==> src/rtl/witf_tracker.sv <==
// ============================================================================
// Module   : witf_tracker
// Brief    : Write-in-flight tracker. It records in-flight destination
//            registers, flags RAW hazards for decode and reports full/empty.
//            Optional macro WITF_WB_BYPASS_EN excludes the head entry that is
//            retiring this cycle from the RAW match.
// Revision : 1.0 - initial parametrised release
// ============================================================================
`default_nettype none

module witf_tracker #(
  parameter int DEPTH = 4,
  parameter int NSRC  = 2,
  parameter int AW    = 5
) (
  input  logic                     clk,
  input  logic                     rst,
  input  logic                     disp_en,
  input  logic [AW-1:0]            disp_rd,
  input  logic [NSRC*AW-1:0]       rs,
  input  logic [NSRC-1:0]          rs_valid,
  input  logic                     wb_valid,
  input  logic [AW-1:0]            wb_rd,
  output logic                     raw,
  output logic                     full,
  output logic                     empty,
  output logic [$clog2(DEPTH):0]   count,
  output logic                     order_err
);

  localparam int                  c_ptr_w    = $clog2(DEPTH);
  localparam int                  c_cnt_w    = c_ptr_w + 1;
  localparam logic [c_cnt_w-1:0]  c_full_cnt = c_cnt_w'(DEPTH);
  localparam logic [c_cnt_w-1:0]  c_cnt_one  = c_cnt_w'(1);
  localparam logic [c_ptr_w-1:0]  c_ptr_one  = c_ptr_w'(1);

  logic [DEPTH-1:0]   valid_q, valid_d;
  logic [AW-1:0]      rd_q [DEPTH];
  logic [AW-1:0]      rd_d [DEPTH];
  logic [c_ptr_w-1:0] head_q, head_d;
  logic [c_ptr_w-1:0] tail_q, tail_d;
  logic [c_cnt_w-1:0] count_q, count_d;
  logic               order_err_q, order_err_d;

  logic               push_w;
  logic               pop_w;
  logic               full_w;
  logic               empty_w;
  logic [DEPTH-1:0]   live_w;
  logic               raw_w;

  // Occupancy comes from the counter, because head == tail is ambiguous.
  assign full_w  = (count_q == c_full_cnt);
  assign empty_w = (count_q == '0);
  assign push_w  = disp_en && !full_w && (disp_rd != '0);
  assign pop_w   = wb_valid && !empty_w;

  always_comb begin
    valid_d     = valid_q;
    rd_d        = rd_q;
    head_d      = head_q;
    tail_d      = tail_q;
    count_d     = count_q;
    order_err_d = order_err_q;

    if (push_w) begin
      valid_d[tail_q] = 1'b1;
      rd_d[tail_q]    = disp_rd;
      tail_d          = tail_q + c_ptr_one;
    end
    // Push and pop cannot hit the same slot, since that would need an empty or full buffer.
    if (pop_w) begin
      valid_d[head_q] = 1'b0;
      head_d          = head_q + c_ptr_one;
    end

    case ({push_w, pop_w})
      2'b10:   count_d = count_q + c_cnt_one;
      2'b01:   count_d = count_q - c_cnt_one;
      default: count_d = count_q;
    endcase

    if (wb_valid && (empty_w || (wb_rd != rd_q[head_q]))) begin
      order_err_d = 1'b1;
    end
  end

  always_ff @(posedge clk or negedge rst) begin
    if (!rst) begin
      valid_q     <= '0;
      for (int e = 0; e < DEPTH; e++) begin
        rd_q[e] <= '0;
      end
      head_q      <= '0;
      tail_q      <= '0;
      count_q     <= '0;
      order_err_q <= 1'b0;
    end else begin
      valid_q     <= valid_d;
      rd_q        <= rd_d;
      head_q      <= head_d;
      tail_q      <= tail_d;
      count_q     <= count_d;
      order_err_q <= order_err_d;
    end
  end

  generate
    for (genvar e = 0; e < DEPTH; e++) begin : g_live
`ifdef WITF_WB_BYPASS_EN
      // The retiring head is write-through forwarded, so it no longer blocks its dependants.
      assign live_w[e] = valid_q[e] && !(pop_w && (head_q == c_ptr_w'(e)));
`else
      assign live_w[e] = valid_q[e];
`endif
    end
  endgenerate

  always_comb begin
    raw_w = 1'b0;
    for (int i = 0; i < NSRC; i++) begin
      if (rs_valid[i] && (rs[i*AW +: AW] != '0)) begin
        for (int e = 0; e < DEPTH; e++) begin
          if (live_w[e] && (rd_q[e] == rs[i*AW +: AW])) begin
            raw_w = 1'b1;
          end
        end
      end
    end
  end

  assign raw       = raw_w;
  assign full      = full_w;
  assign empty     = empty_w;
  assign count     = count_q;
  assign order_err = order_err_q;

endmodule

`default_nettype wire

==> config.mk <==
export PLATFORM = sky130hd
export DESIGN_NAME = witf_tracker
export DESIGN_NICKNAME = d
export VERILOG_FILES = /design/src/rtl/witf_tracker.sv
export SDC_FILE = /design/constraint.sdc
export NUM_CORES = 1
export LEC_CHECK = 0
export ABC_CLOCK_PERIOD_IN_PS = 3800
export BUFFER_PORTS_ARGS = -buffer_cell sky130_fd_sc_hd__buf_2
export CAP_MARGIN = 20
export CORE_AREA = 2 2 68 70
export DETAILED_ROUTE_END_ITERATION = 8
export DIE_AREA = 0 0 70 72
export GPL_ROUTABILITY_DRIVEN = 1
export GPL_TIMING_DRIVEN = 0
export PLACE_DENSITY = 0.72
export SLEW_MARGIN = 20
export SYNTH_ARGS = -nofsm -noshare
export SYNTH_HDL_FRONTEND = slang
export SYNTH_SLANG_ARGS = --single-unit
export TNS_END_PERCENT = 50
==> constraint.sdc <==
create_clock -name clk -period 3.8 [get_ports clk]
set_clock_uncertainty 0.15 [all_clocks]
set_input_delay 0.19 -clock clk [delete_from_list [all_inputs] [get_ports clk]]
set_output_delay 0.19 -clock clk [all_outputs]
set_load 0.02 [all_outputs]
==> flow_metrics.env <==
export IMPL_fp_dieH_um=72
export IMPL_synth_xor_area_share_pct=20.9
export IMPL_period_minus_slack_ns=2.30
export IMPL_tightest_slew_ns=0.723
export IMPL_yosysTopAreaCell="dfrtp_1"
export IMPL_syn_nets=230
export IMPL_leakagePower_nw=1.11
export IMPL_cp_required_ns=3.85
export IMPL_synth_compound_area_share_pct=3.79
export IMPL_port_buffer_count=22
export IMPL_setup_ws_ns=1.50
export IMPL_yosys_area_top_type_share_pct=36.7
export IMPL_synth_most_common_cell="xor2_1"
export IMPL_cts_buffers=5
export IMPL_synthCells=194
export IMPL_timing_final_crit_share_pct=60.4
export IMPL_dp_cells=268
export IMPL_rows=24
export IMPL_cts_buffer_depth=2
export IMPL_cts_sink_count=32
export IMPL_rsz0062_at_grt="no"
export IMPL_ys_ff_latch=32
export IMPL_hold_viol=0
export IMPL_postPlaceCellArea_um2=2360
export IMPL_ys_top_cells_by_area="dfrtp_1 (37%), xor2_1 (15%), mux2_4 (6.9%)"
export IMPL_pre_cts_ws_ns=1.22
export IMPL_grt_use_total_pct=20.3
export IMPL_initial_utilization_pct=51.1
export IMPL_grt_max_degree=33
export IMPL_startpoint_type="flip-flop"
export IMPL_syn_area_um2=2180
export IMPL_via_per_inst=5.50
export IMPL_fill_cells=366
export IMPL_synth_ff_type="dfrtp_1"
export IMPL_design_area_um2=2470
export IMPL_cts_tree="yes"
export IMPL_wl_per_cell_um=17.2
export IMPL_fmax_mhz=435
export IMPL_synth_enable_flop_cells=0
export IMPL_drive_gt1_share_pct=25.8
export IMPL_cts_resized_gates=0
export IMPL_crit_fanout=10
export IMPL_slowest_stage="dfrtp_1"
export IMPL_cap_violations=0
export IMPL_synthTopCellsByCount="xor2_1 (37), dfrtp_1 (32), xnor2_1 (15), clkbuf_1 (11)"
export IMPL_drtAntennaViolNets=0
export IMPL_ios=33
export IMPL_core_area_um2=4260
export IMPL_drc_errors=0
export IMPL_setup_viol=0
export IMPL_grt_pass1_wl_um=7940
export IMPL_cts_max_level=2
export IMPL_synthAdderAreaFrac_pct=6.08
export IMPL_maxSlewHeadroom_pct=51.8
export IMPL_slowest_delay_ns=0.40
export IMPL_grt_pass1_vias=1581
export IMPL_hold_class="input pin to flip-flop"
export IMPL_antenna_found_initial=0
export IMPL_place_gp_congestion=0.946
export IMPL_grt_ovfl_total=0
export IMPL_num_antenna_cells=0
export IMPL_synthMuxAreaShare_pct=17.4
export IMPL_fin_cells=277
export IMPL_drt_iter0_drc=83
export IMPL_synth_top_family_by_area="XOR/XNOR gates"
export IMPL_powerDensity_nw_per_um2=826
export IMPL_worstSetupPathType="flip-flop to flip-flop"
export IMPL_syn_to_final_growth_pct=13.4
export IMPL_end_kind="flip-flop"
export IMPL_finalPower_mw=2.04
export IMPL_status="complete, no violations"
export IMPL_die_area_um2=5040
export IMPL_synth_simple_area_share_pct=11.1
export IMPL_drt_wl_total_um=4770
export IMPL_cpMostUsedCell="inv_1"
export IMPL_vias=1524
export IMPL_clk_pin_slew_ns=0.07
export IMPL_insertion_delay_ns=0.28
export IMPL_reg2reg_depth=9
export IMPL_synthArstFlopShare_pct=100
export IMPL_root_buffer="clkbuf_8"
export IMPL_dp_hpwl_um=3600
export IMPL_die_w_um=70
export IMPL_synth_cell_types=29
export IMPL_slew_viol_final=0
export IMPL_setup_tns_ns=0
export IMPL_dr_pass1_iters=6
export IMPL_synth_warnings=0
export IMPL_ir_drop_mv=0.452
export IMPL_critPathArrivalTime_ns=2.35
export IMPL_whs_path_depth=3
export IMPL_crit_chain="inv_1, and3_4, nor3b_2, buf_6, inv_1, ha_1, inv_1, fa_1, mux2i_1"
export IMPL_fin_nets=260
export IMPL_ys_seq_area_share_pct=36.7
export IMPL_synth_avg_cell_area_um2=11.2
[path summary, 6_finish.rpt]
path | startpoint | end | slack (ns)
max in group asynchronous | rst | rd_q[2] | 2.70
worst max register to register | count[0] | count[1] | 1.50
worst min-delay path | wb_valid | order_err | 0.05
worst max-delay path | count[0] | count[1] | 1.50
worst min register to register | count[2] | count[2] | 0.38
min in group asynchronous | rst | order_err | 0.34
[stage by stage]
step | hold slack (ns) | util [%]
finish | 0.0458 | 58.0
global route | 0.0455 | 58.0
CTS | 0.0445 | 58.0
detailed placement | 0.137 | 55.3
global placement | 0.130 | 55.3
floorplan | -0.256 | -
[timing repair]
item	in CTS	in global routing
hold endpoints to repair	32	0
setup buffers	0	0
hold buffers	1	0
[metal layers]
metal / track usage, % / part of all wire (%)
met1: 26.9 / 47
met3: 5.14 / 4.3
met2: 34.1 / 48
met5: 0 / 0
met4: 4.49 / 0.71
[kinds of logic after synthesis]
| group | count (synthesis) |
|---|---|
| xor+xnor | 52 |
| simple gates | 36 |
| flops | 32 |
| mux | 28 |
| buf+inv | 21 |
| compound gates | 15 |
| fa+ha+maj | 10 |
[critical path: cells and delay by family, from the launching register on]
kind / cells / cell delay, ns
adders and majority gates: 2 / 0.62
buffers and inverters: 4 / 0.45
muxes: 1 / 0.15
and+or+nand+nor: 2 / 0.44
DFF: 1 / 0.40
[cell type report]
class,count,area [µm²],area share (%)
multi-input combinational,141,1290,52.3
sequential,32,801,32.4
timing repair buffer,23,120,4.86
clock buffer,6,72.6,2.93
tap,52,65.1,2.63
buffer,13,57.6,2.33
clock inverter,2,35.0,1.42
inverter,8,30.0,1.21
[power by group]
part	switching, mW	leakage (nW)	total [mW]	internal [mW]
Sequential	0.244	0.377	0.759	0.514
Combinational	0.441	0.679	0.960	0.519
Clock	0.129	0.0552	0.323	0.195
Total	0.815	1.11	2.04	1.23
[cells in the final DEF, fill, tap and decap left out, drive strengths merged, types with 2 or more instances in the layout]
cell and n:
nor2 3, mux2 20, nand3 9, inv 8
buf 24, ha 9, a21oi 8, xnor2 15
dfrtp 32, nor3 2, nor4 8, mux4 3
mux2i 5, xor2 37, and4 2, nand2 6
clkbuf 17, or4 3, o21ai 4
[flip-flops by register name (all words and copies together), names as in the netlist]
name / count
tail_q: 2
order_err: 1
live_w: 4
head_q: 2
count: 3
rd_q: 20
Power figures use the tool's default switching activity.
